==> src/rtl/hazard_fwd_ctrl.sv <==
// Hazard and forwarding controller for the 5-stage pipeline: operand forwarding,
// multi-bubble load-use stalls, data-memory freeze and a saturating stall counter.
module hazard_fwd_ctrl #(
    parameter int REG_W            = 4,
    parameter int LOAD_USE_BUBBLES = 1,
    parameter int ZERO_REG         = 1,
    parameter int CNT_W            = 16
) (
    input  logic             clk,
    input  logic             rst,
    input  logic [REG_W-1:0] ID_RegRs,
    input  logic [REG_W-1:0] ID_RegRt,
    input  logic             ID_MemWrite,
    input  logic [REG_W-1:0] EX_RegRs,
    input  logic [REG_W-1:0] EX_RegRt,
    input  logic [REG_W-1:0] EX_RegRd,
    input  logic             EX_MemRead,
    input  logic [REG_W-1:0] MEM_RegRd,
    input  logic [REG_W-1:0] MEM_RegRt,
    input  logic             MEM_RegWrite,
    input  logic             MEM_MemWrite,
    input  logic [REG_W-1:0] WB_RegRd,
    input  logic             WB_RegWrite,
    input  logic             mem_busy,
    input  logic             cnt_clr,
    output logic [1:0]       Forward_A,
    output logic [1:0]       Forward_B,
    output logic             stall_pc,
    output logic             stall_ifid,
    output logic             stall_idex,
    output logic             stall_exmem,
    output logic             flush_idex,
    output logic             flush_memwb,
    output logic [CNT_W-1:0] stall_cycles
);

    typedef enum logic {RUN, BUBBLE} state_t;

    localparam logic [1:0]       BUB_INIT = 2'(LOAD_USE_BUBBLES - 1);
    localparam logic [CNT_W-1:0] CNT_ONE  = 1;
    // With a single bubble the store-data path is covered by the MEM->MEM forward.
    localparam bit STORE_EXEMPT = (LOAD_USE_BUBBLES == 1);

    state_t     state;
    logic [1:0] bub_cnt;
    logic       ex_a, wb_a, ex_b, wb_b, mm_b, lu;

    function automatic logic match(input logic [REG_W-1:0] x, input logic [REG_W-1:0] y);
        return (x == y) && !(ZERO_REG != 0 && x == '0);
    endfunction

    always_comb begin
        ex_a = MEM_RegWrite && match(MEM_RegRd, EX_RegRs);
        wb_a = WB_RegWrite  && match(WB_RegRd, EX_RegRs);
        ex_b = MEM_RegWrite && match(MEM_RegRd, EX_RegRt);
        wb_b = WB_RegWrite  && match(WB_RegRd, EX_RegRt);
        mm_b = MEM_MemWrite && WB_RegWrite && match(WB_RegRd, MEM_RegRt);
        Forward_A = ex_a ? 2'b10 : wb_a ? 2'b01 : 2'b00;
        Forward_B = mm_b ? 2'b11 : ex_b ? 2'b10 : wb_b ? 2'b01 : 2'b00;
        lu = EX_MemRead && (match(EX_RegRd, ID_RegRs) ||
                            (match(EX_RegRd, ID_RegRt) && !(ID_MemWrite && STORE_EXEMPT)));
    end

    always_comb begin
        stall_pc    = 1'b0;
        stall_ifid  = 1'b0;
        stall_idex  = 1'b0;
        stall_exmem = 1'b0;
        flush_idex  = 1'b0;
        flush_memwb = 1'b0;
        if (!rst) begin
            if (mem_busy) begin
                stall_pc    = 1'b1;
                stall_ifid  = 1'b1;
                stall_idex  = 1'b1;
                stall_exmem = 1'b1;
                flush_memwb = 1'b1;
            end else if (state == BUBBLE || lu) begin
                stall_pc   = 1'b1;
                stall_ifid = 1'b1;
                flush_idex = 1'b1;
            end
        end
    end

    always_ff @(posedge clk) begin
        if (rst) begin
            state        <= RUN;
            bub_cnt      <= 2'd0;
            stall_cycles <= '0;
        end else begin
            // A frozen cycle holds the sequence; bubbles are only consumed while memory runs.
            if (!mem_busy) begin
                if (state == RUN) begin
                    if (lu && LOAD_USE_BUBBLES > 1) begin
                        state   <= BUBBLE;
                        bub_cnt <= BUB_INIT;
                    end
                end else begin
                    bub_cnt <= bub_cnt - 2'd1;
                    if (bub_cnt == 2'd1) state <= RUN;
                end
            end
            if (cnt_clr)
                stall_cycles <= '0;
            else if (stall_pc && stall_cycles != '1)
                stall_cycles <= stall_cycles + CNT_ONE;
        end
    end

endmodule
==> config.mk <==
export PLATFORM = sky130hd
export DESIGN_NAME = hazard_fwd_ctrl
export DESIGN_NICKNAME = d
export VERILOG_FILES = /design/src/rtl/hazard_fwd_ctrl.sv
export SDC_FILE = /design/constraint.sdc
export NUM_CORES = 1
export LEC_CHECK = 0
export CORE_ASPECT_RATIO = 0.7
export CORE_UTILIZATION = 28
export CTS_BUF_LIST = sky130_fd_sc_hd__clkbuf_4 sky130_fd_sc_hd__clkbuf_8
export DETAILED_ROUTE_END_ITERATION = 7
export SYNTH_ARGS = -nofsm -noshare
export SYNTH_HDL_FRONTEND = slang
export SYNTH_SLANG_ARGS = --single-unit
export TNS_END_PERCENT = 1
==> constraint.sdc <==
create_clock -name clk -period 4.75 [get_ports clk]
set_input_delay 0.95 -clock clk [delete_from_list [all_inputs] [get_ports clk]]
set_output_delay 0.95 -clock clk [all_outputs]
set_load 0.05 [all_outputs]
[Word-level counts from Yosys, hierarchy flattened]
Cells that the tools add are included.
Operators by class
  reductions and logical operators: 27
  multiplexer cells: 14
  bitwise operators: 1
  equality and inequality tests: 9
  add/subtract/negate cells: 2
Operator list (count)
  equality test 4 bit: 7
  adder 16 x 1 -> 16 bit (second input constant): 1
  logical AND 1 bit: 16
  inequality test 16 bit (second input constant): 1
  zero test 4 bit: 3
  two-way mux 1 bit: 11
  two-way mux 2 bit: 3
  zero test 1 bit: 4
  equality test 2 x 1 -> 1 bit (second input constant): 1
  logical OR 1 bit: 2
  AND reduction 2 bit: 1
  OR reduction 2 bit: 1
  subtractor 2 x 1 -> 2 bit (second input constant): 1
  inverter 1 bit: 1
Storage, ports and cells
  register bits: 19
  output and inout port bits: 26
  word-level logic and storage cells: 56

[Depth between registers and ports, before layout]
Gate-level depths: netlist of run 1.
  word-level depth: 11
  depth in mapped cells: 9

[Worst setup path after synthesis of run 1]
OpenSTA, ideal clock, no wires.
  kind: input port to output port
  start: in MEM_RegRd[0]
  end: out Forward_B[0]
  path buffers: 0
  cell stages on the path: 3
  path slack: 1.039 ns
  data arrival time: 2.761 ns
  cells stage by stage: o41ai_1 -> nor3_1 -> o31ai_1
Between the ends
  word-level cells in the longest chain between the ends: 6
RTL lines
  start: declaration: RTL line 18  | input logic [REG_W-1:0] MEM_RegRd,
  zero test 4 bit: RTL line 49  | return (x == y) && !(ZERO_REG != 0 && x == '0);
  zero test 1 bit: RTL line 49
  logical AND 1 bit (*): RTL line 49
  logical AND 1 bit (*): RTL line 55  | ex_b = MEM_RegWrite && match(MEM_RegRd, EX_RegRt);
  two-way mux 2 bit (*) (2 in a row): RTL line 59  | Forward_B = mm_b ? 2'b11 : ex_b ? 2'b10 : wb_b ? 2'b01 : 2'b00;
  end: declaration: RTL line 27  | output logic [1:0] Forward_B,
Mark *: on every way between the ends. The rest lies on a longest branch, timed or not.

[Worst setup path after layout of run 1]
  start: in EX_RegRd[0]
  end: out stall_ifid
Between the ends
  word-level cells in the longest chain between the ends: 10
RTL lines
  start: declaration: RTL line 16  | input logic [REG_W-1:0] EX_RegRd,
  zero test 4 bit: RTL line 49
  zero test 1 bit: RTL line 49
  logical AND 1 bit: RTL line 49
  logical AND 1 bit: RTL line 61  | (match(EX_RegRd, ID_RegRt) && !(ID_MemWrite && STORE_EXEMPT)));
  logical OR 1 bit (*): RTL line 60  | lu = EX_MemRead && (match(EX_RegRd, ID_RegRs) ||
  logical AND 1 bit (*): RTL line 60
  logical OR 1 bit (*): RTL line 78  | end else if (state == BUBBLE || lu) begin
  two-way mux 1 bit (*): RTL line 78
  two-way mux 1 bit (*): RTL line 72  | if (mem_busy) begin
  two-way mux 1 bit (*): RTL line 71  | if (!rst) begin
  end: declaration: RTL line 29  | output logic stall_ifid,
Marks and branches as above.

==> flow_summary.yaml, run 1 <==
clock_tree:
  insertion_delay_ns: 0.25
  cts_made_buffers: 3
  postCtsHoldBufs: 0
  tritoncts: "done"
  postCtsResizedCells: 0
  cts_setup_buffers: 0
  root_buffer: "clkbuf_8"
  htree_levels: 1
  cts_buffer_depth: 2
  clkSinkCount: 19
  path_clk_slew_ns: 0.07
sta:
  fmax_mhz: 229
  rsz0062_at_grt: "no"
  tightest_slew_ns: 0.618
  tns_ns: 0
  hold_viol: 0
  fin_skew_ns: 0.000801
  period_minus_slack_ns: 4.36
  setup_viol: 0
  finalCritPeriodShare: 0.918
  maxSlewHeadroom: 0.578
  drv_slew: 0
finish:
  nets: 274
  stdcell_count: 285
  area_growth_syn_to_layout_pct: 52.6
  fin_area_mm2: 0.00208
  antenna_cells: 0
  drive_above_1_share: 0.0348
detailed_routing:
  drc: 0
  via_per_inst: 4.77
  detail_route.wl_per_cell_um: 12.7
  drt-total-wl_mm: 3.62
  first_pass_iters: 4
  dr.first_iter.drc_count: 68
  drtAntennaViolNets: 0
  num_vias: 1360
synth:
  synthTopCellsByArea: "dfxtp_1, xnor2_1, xor2_1"
  seq_area_frac_synth: 0.278
  yosys.area.top_type_share: 0.278
  netlist_instances: 169
  synth_largest_area_cell: "dfxtp_1"
  syn_area_per_cell_um2: 8.08
  yosysUniqueCellTypes: 35
  synth_nets: 212
  yosysWarnings: 0
  synth_area_mm2: 0.00137
  synth_seq_cells: 19
pwr:
  leakage_nw: 0.668
  seq_power_share: 0.420
  switching_share: 0.268
  power.total_uw: 382
  p_switching_uw: 102
  p_int_uw: 280
  vdd_drop_max_mv: 0.204
  p_clk_frac: 0.302
  power_per_cell_area_mw_per_mm2: 183
  p_comb_frac: 0.278
placed_design:
  dpl.cell_count: 281
  placed_area_mm2: 0.00204
  hpwl_mm: 2.92
  gp_congestion: 0.771
  portBuffers: 66
grt:
  grt_pass1_vias: 1339
  grt_pass1_wl_mm: 6.02
  grt_overflow: 0
  grt_start_max_net_pins: 20
  grt_antenna_before_repair: 0
  grt_use_total: 0.145
die:
  die_h_um: 60.4
  core_mm2: 0.00450
  initial_core_util: 0.303
  pin_count: 67
  die_width_um: 85.5
  placementRows: 20
  dieArea_mm2: 0.00517
run:
  cap_violations: 0
critical_path:
  cp-start-kind: "input port"
  cp-end-kind: "output pin"
  timing.critical_path.arrival_ns: 3.41
  crit_type: "input port to output pin"
  critPathRequiredTime_ns: 3.80
  critPathMaxFanout: 7
run_status:
  status: "complete, no violations"
min_path:
  hold_class: "flip-flop to flip-flop"
## worst max-delay path, cell delays in order
cell and delay (ns):
clkdlybuf4s50_1 0.48, o41ai_2 0.41, inv_1 0.09, a221oi_2 0.48, and2_1 0.22, nor2_1 0.06
clkdlybuf4s50_1 0.72
## per-layer routing
layer / share of wire / track usage / vias up
met5: 0 / 0 / -
met1: 0.51 / 0.195 / 606
met2: 0.44 / 0.248 / 25
met3: 0.039 / 0.0354 / 4
li1: - / - / 725
met4: 0.0069 / 0.0190 / 0
## path summary, 6_finish.rpt
path / slack, ns / depth (start not counted) / end / from
max reg2reg: 2.42 / 7 / stall_cycles[4] / stall_cycles[0]
min reg2reg: 0.47 / 2 / state / state
min: 0.47 / 2 / state / state
max: 0.39 / 7 / stall_ifid / EX_RegRd[0]
## power by group through the flow
| stage | clock network, mW | logic, mW | registers, mW |
|---|---|---|---|
| 2_1_floorplan | 0 | 0.0547 | 0.165 |
| 3_3_place_gp | 0 | 0.107 | 0.164 |
| 3_5_place_dp | 0 | 0.106 | 0.164 |
| 4_1_cts | 0.120 | 0.107 | 0.160 |
| 5_1_grt | 0.124 | 0.114 | 0.160 |
| 6_report | 0.115 | 0.106 | 0.160 |
## cells in the final DEF (no fill, tap or decap), types with 2 or more instances in the layout
cell type	n
a2111oi_0	2
a211oi_1	3
a21oi_1	11
a31oi_1	2
and2_1	2
and3_1	4
clkbuf_8	3
clkdlybuf4s50_1	66
dfxtp_1	19
ha_1	2
inv_1	7
nand2_1	7
nand3_1	10
nand4_1	5
nor2_1	14
nor3_1	7
nor4_1	2
o21ai_0	8
o31ai_1	3
o41ai_1	2
or3_1	7
xnor2_1	21
xor2_1	12
## registers in the layout, summed over array words and instances (netlist names)
signal	count
state	1
stall_cycles	16
bub_cnt	2
## cell families after synthesis
kind of cell	share of synthesized area
AO/OA/AOI/OAI	0.179
adder cells (fa/ha/maj)	0.0183
flip-flops	0.278
buffers and inverters	0.0632
AND/OR/NAND/NOR	0.249
XOR/XNOR	0.212
## synthesized netlist by cell type, drive strengths merged
| cell type | instances |
|---|---|
| xnor2 | 21 |
| dfxtp | 19 |
| nor2 | 14 |
| xor2 | 12 |
| a21oi | 11 |
| nand3 | 10 |
| o21ai | 8 |
| buf | 7 |
| inv | 7 |
| nand2 | 7 |
| nor3 | 7 |
| or3 | 7 |
| nand4 | 5 |
| and3 | 4 |
| a211oi | 3 |
| nor4 | 3 |
| o31ai | 3 |
| o41ai | 3 |
| a2111oi | 2 |
| a31oi | 2 |
| and2 | 2 |
| clkbuf | 2 |
| ha | 2 |
| a211o | 1 |
| a21bo | 1 |
| a221oi | 1 |
| and4 | 1 |
| nand3b | 1 |
| o21a | 1 |
| or2 | 1 |
| or4 | 1 |
## layout make-up
type | instances | area, um2
fillers | 455 | 2420
flip-flops and latches | 19 | 380
clock buffers | 4 | 48.8
repair buffers | 66 | 661
inverters | 7 | 26.3
multi-input cells | 134 | 900
well taps | 55 | 68.8
## metrics by stage
stage               utilization  hold WS [ns]  setup slack (ns)
global route              0.463         0.511             0.232
floorplan                     -         0.442              1.04
finish                    0.463         0.466             0.390
CTS                       0.463         0.468             0.390
detailed placement        0.452         0.457             0.402
global placement          0.452         0.454             0.445
Power figures use the tool's default switching activity.
==> run 2, diff against run 1 <==
Settings changed: CORE_ASPECT_RATIO 0.7 to 0.8, TNS_END_PERCENT 1 to default.
==> run 2 against run 1 <==
Effect of this change:
- utilization shrank 1.1 points
- global-route usage grew 0.23 points
- worst setup slack gained 0.0068 ns
- critical path depth is the same
- count of clock-buffer cells in the layout is the same
- combinational power is essentially flat
- highest routed layer unchanged
- first-iteration DRC count shrank 57%
- flip-flop and latch count is the same
- sequential power is essentially flat
- critical path type unchanged
==> flow_summary.yaml, run 2 (synthesis gave the netlist of run 1 again) <==
run_status:
  status: "complete, no violations"
grt:
  grt_start_max_net_pins: 20
  grt_pass1_vias: 1214
  grt_use_total: 0.148
  grt_pass1_wl_mm: 5.84
  grt_overflow: 0
  grt_antenna_before_repair: 0
pwr:
  vdd_drop_max_mv: 0.108
  leakage_nw: 0.668
  power_per_cell_area_mw_per_mm2: 185
finish:
  stdcell_count: 290
  area_growth_syn_to_layout_pct: 53.0
  nets: 274
  largest-register: "stall_cycles"
  final_cell_mix: "clkdlybuf4s50_1, xnor2_1, dfxtp_1, nor2_1, xor2_1"
  fin_area_mm2: 0.00209
  largest_reg_flops: 16
  top_regs: "stall_cycles x16, bub_cnt x2, state x1"
  drive_above_1_share: 0.0348
  antenna_cells: 0
  layout.cells.most_common: "clkdlybuf4s50_1"
  finish.utilization: 0.452
sta:
  rsz0062_at_grt: "no"
  hold_viol: 0
  drv_slew: 0
  tightest_slew_ns: 0.590
  fmax_mhz: 230
  setup_viol: 0
  period_minus_slack_ns: 4.35
  finalCritPeriodShare: 0.916
  fin_skew_ns: 0.00186
  maxSlewHeadroom: 0.604
  tns_ns: 0
clock_tree:
  path_clk_slew_ns: 0.07
  clkSinkCount: 19
  cts_setup_buffers: 0
  cts_made_buffers: 3
  insertion_delay_ns: 0.26
  tritoncts: "done"
  postCtsHoldBufs: 0
  postCtsResizedCells: 0
  htree_levels: 1
  root_buffer: "clkbuf_8"
  cts_buffer_depth: 2
min_path:
  hold_class: "flip-flop to flip-flop"
  hold_path_end: "state"
  hold_depth: 2
  hp-start: "state"
placed_design:
  dpl.cell_count: 286
  portBuffers: 66
  placed_area_mm2: 0.00204
  hpwl_mm: 2.98
  gp_congestion: 0.797
detailed_routing:
  dr.first_iter.drc_count: 29
  drc: 0
  via_per_inst: 4.87
  first_pass_iters: 4
  drt-total-wl_mm: 3.77
  drtAntennaViolNets: 0
  num_vias: 1411
  detail_route.wl_per_cell_um: 13.0
critical_path:
  cp-start-kind: "input port"
  critPathRequiredTime_ns: 3.80
  cp-end-kind: "output pin"
  r2r_cells: 7
  critPathMaxFanout: 7
  crit_type: "input port to output pin"
  r2r_start: "stall_cycles[0]"
  r2r_slack_ns: 2.45
  timing.critical_path.arrival_ns: 3.40
  r2r-end: "stall_cycles[8]"
run:
  cap_violations: 0
die:
  placementRows: 22
  die_width_um: 80.1
  initial_core_util: 0.295
  die_h_um: 64.5
  dieArea_mm2: 0.00516
  pin_count: 67
  core_mm2: 0.00462
[run 2: cell counts in the layout (fill, tap and decap cells not counted)]
No cell type changed its count.
[run 2: where the power goes]
part / internal [mW] / total (mW) / switching [mW]
Sequential: 0.160 / 0.160 / 0.000690
Clock: 0.0654 / 0.119 / 0.0539
Combinational: 0.0547 / 0.106 / 0.0517
Total: 0.280 / 0.386 / 0.106
[run 2: through the flow]
stage / power (mW) / hold slack, ns / setup WS, ns
3_3_place_gp: 0.271 / 0.458 / 0.439
6_report: 0.386 / 0.466 / 0.397
2_1_floorplan: 0.220 / 0.442 / 1.04
5_1_grt: 0.409 / 0.498 / 0.243
4_1_cts: 0.393 / 0.472 / 0.406
3_5_place_dp: 0.271 / 0.461 / 0.414
[run 2: worst max-delay path by stage]
stage / startpoint / endpoint / slack (ns) / cells after the start
after floorplan: MEM_RegRd[0] / Forward_B[0] / 1.04 / 3
after CTS: EX_RegRd[0] / stall_ifid / 0.41 / 7
after detailed placement: EX_RegRd[0] / stall_ifid / 0.41 / 7
final: EX_RegRd[0] / stall_ifid / 0.40 / 7
after global routing: EX_RegRd[0] / stall_ifid / 0.24 / 7
after global placement: EX_RegRd[0] / stall_ifid / 0.44 / 7
[run 2: routing by layer]
metal  wire length, um  track usage  share of wire  vias up
met5                 0            0              0        -
li1                  -            -              -      728
met1              1810        0.195           0.48      642
met3               182       0.0268          0.048        5
met4                59       0.0603          0.016        0
met2              1710        0.236           0.46       36
[run 2: layout make-up]
class | count | area (um2)
Timing Repair Buffer | 66 | 661
Inverter | 7 | 26.3
Clock buffer | 4 | 48.8
Sequential cell | 19 | 380
Fill cell | 475 | 2530
Tap cell | 60 | 75.1
Multi-Input combinational cell | 134 | 900
[run 2: critical path, cell delays in order]
cell and delay (ns):
clkdlybuf4s50_1 0.49, o41ai_2 0.41, nor3_1 0.11, a221oi_2 0.45
and2_1 0.22, nor2_1 0.06, clkdlybuf4s50_1 0.72
==> run 3, diff against run 2 <==
Settings changed: CORE_UTILIZATION 28 to 40, PLACE_DENSITY from default to 0.79.
==> run 3 against run 2 <==
Effect of this change:
- power down 1.5%
- clock power decreased by 5%
- flip-flop and latch count unchanged
- die area down 29%
- sequential share of layout area grew 0.24 points
- via count grew 0.92%
- count of clock-buffer cells in the layout shrank 1
- cell area is 1.3% lower
- maximum frequency grew 0.90%
- clock skew shrank 0.00062 ns
- global-route usage grew 5.7 points
- utilization up 20 points
==> flow_summary.yaml, run 3 (synthesis gave the netlist of run 1 again) <==
detailed_routing:
  route.met3.wl_um: 272
  top_layer: "met4"
  drtAntennaViolNets: 0
  detail_route.wl_per_cell_um: 13.3
  num_vias: 1424
  drt-total-wl_mm: 3.60
  drt-met1-wl_mm: 1.64
  first_pass_iters: 4
  dr.first_iter.drc_count: 31
  drc: 0
  via_per_inst: 5.27
  wl_met2_mm: 1.64
sta:
  drv_slew: 0
  setup_viol: 0
  tightest_slew_ns: 0.596
  finalWorstSetupSlack_ns: 0.436
  whs_ns: 0.477
  fin_skew_ns: 0.00125
  finalCritPeriodShare: 0.908
  tns_ns: 0
  fmax_mhz: 232
  maxSlewHeadroom: 0.597
  hold_viol: 0
  rsz0062_at_grt: "no"
  period_minus_slack_ns: 4.31
clock_tree:
  htree_levels: 1
  postCtsHoldBufs: 0
  root_buffer: "clkbuf_8"
  postCtsResizedCells: 0
  cts_buffer_depth: 2
  tritoncts: "done"
  cts_made_buffers: 3
  path_clk_slew_ns: 0.07
  clkSinkCount: 19
  cts_setup_buffers: 0
  insertion_delay_ns: 0.25
grt:
  grt_pass1_vias: 1299
  grt_antenna_before_repair: 0
  grt_use_total: 0.205
  grt_overflow: 0
  grt_start_max_net_pins: 20
  grt_pass1_wl_mm: 5.64
run:
  cap_violations: 0
finish:
  largest_reg_flops: 16
  final_cell_mix: "clkdlybuf4s50_1, xnor2_1, dfxtp_1, nor2_1, xor2_1"
  seqCellArea_um2: 380
  antenna_cells: 0
  layout.cells.most_common: "clkdlybuf4s50_1"
  top_regs: "stall_cycles x16, bub_cnt x2, state x1"
  area_growth_syn_to_layout_pct: 51.0
  drive_above_1_share: 0.0348
  multi_input_area_um2: 900
  nFillCells: 272
  nets: 274
  finish.utilization: 0.650
  largest-register: "stall_cycles"
pwr:
  power.total_uw: 380
  p_switching_uw: 108
  p_int_uw: 273
  power_per_cell_area_mw_per_mm2: 184
  p_comb_frac: 0.282
  seq_power_share: 0.422
  leakage_nw: 0.667
  vdd_drop_max_mv: 0.137
  p_clk_frac: 0.297
  switching_share: 0.283
die:
  pin_count: 67
  die_h_um: 54.3
  dieArea_mm2: 0.00366
  initial_core_util: 0.430
  placementRows: 18
  die_width_um: 67.3
  core_mm2: 0.00318
critical_path:
  cp-end-kind: "output pin"
  cp-start-kind: "input port"
  crit_type: "input port to output pin"
  path_buf_inv: 3
  crit_cells: 7
  critical_path.top_delay_family: "buffers and inverters"
  cp_cell_sequence: "clkdlybuf4s50_1 -> o41ai_2 -> inv_1 -> a221oi_2 -> and2_1 -> nor2_1 -> clkdlybuf4s50_1"
  r2r_cells: 7
  critPathRequiredTime_ns: 3.80
  crit_top_cell: "clkdlybuf4s50_1"
  max_stage_delay_ns: 0.72
  cpMaxStageDelayCell: "clkdlybuf4s50_1"
  critPathMaxFanout: 7
  timing.critical_path.arrival_ns: 3.36
placed_design:
  hpwl_mm: 2.92
  pre_cts_ws_ns: 0.441
  portBuffers: 66
  gp_congestion: 0.813
run_status:
  status: "complete, no violations"
min_path:
  hold_class: "flip-flop to flip-flop"
  hold_depth: 2
==> run 3: power by group through the flow <==
stage	sequential (mW)	combinational (mW)	clock [mW]
after floorplan	0.165	0.0547	0
after global placement	0.164	0.106	0
after detailed placement	0.164	0.107	0
after CTS	0.160	0.108	0.115
after global routing	0.160	0.115	0.124
final	0.160	0.107	0.113
==> run 3: layout make-up <==
type,instances,area share
multi-input cells,134,0.436
repair buffers,66,0.320
flip-flops and latches,19,0.184
well taps,40,0.0243
clock buffers,3,0.0200
inverters,7,0.0127
clock inverters,1,0.00243
==> run 3: worst paths after layout <==
path / startpoint / to / slack [ns]
min reg2reg: state / state / 0.48
max: EX_RegRd[1] / stall_pc / 0.44
min: state / state / 0.48
max reg2reg: stall_cycles[0] / stall_cycles[10] / 2.44
==> run 3: per-stage QoR <==
| stage | area, um2 | cells |
|---|---|---|
| floorplan | 1370 | 169 |
| global placement | 2020 | 266 |
| detailed placement | 2020 | 266 |
| CTS | 2060 | 270 |
| global route | 2060 | 270 |
| finish | 2060 | 270 |
==> run 3: layer usage <==
metal	track usage	vias up
met4	0.0638	0
met1	0.247	641
met3	0.0354	6
li1	-	732
met2	0.372	45
met5	0	-
==> run 3: worst min-delay path, cell delays in order, from the launching register on <==
cell      delay (ns)
dfxtp_1         0.32
inv_1           0.07
a211oi_1        0.04
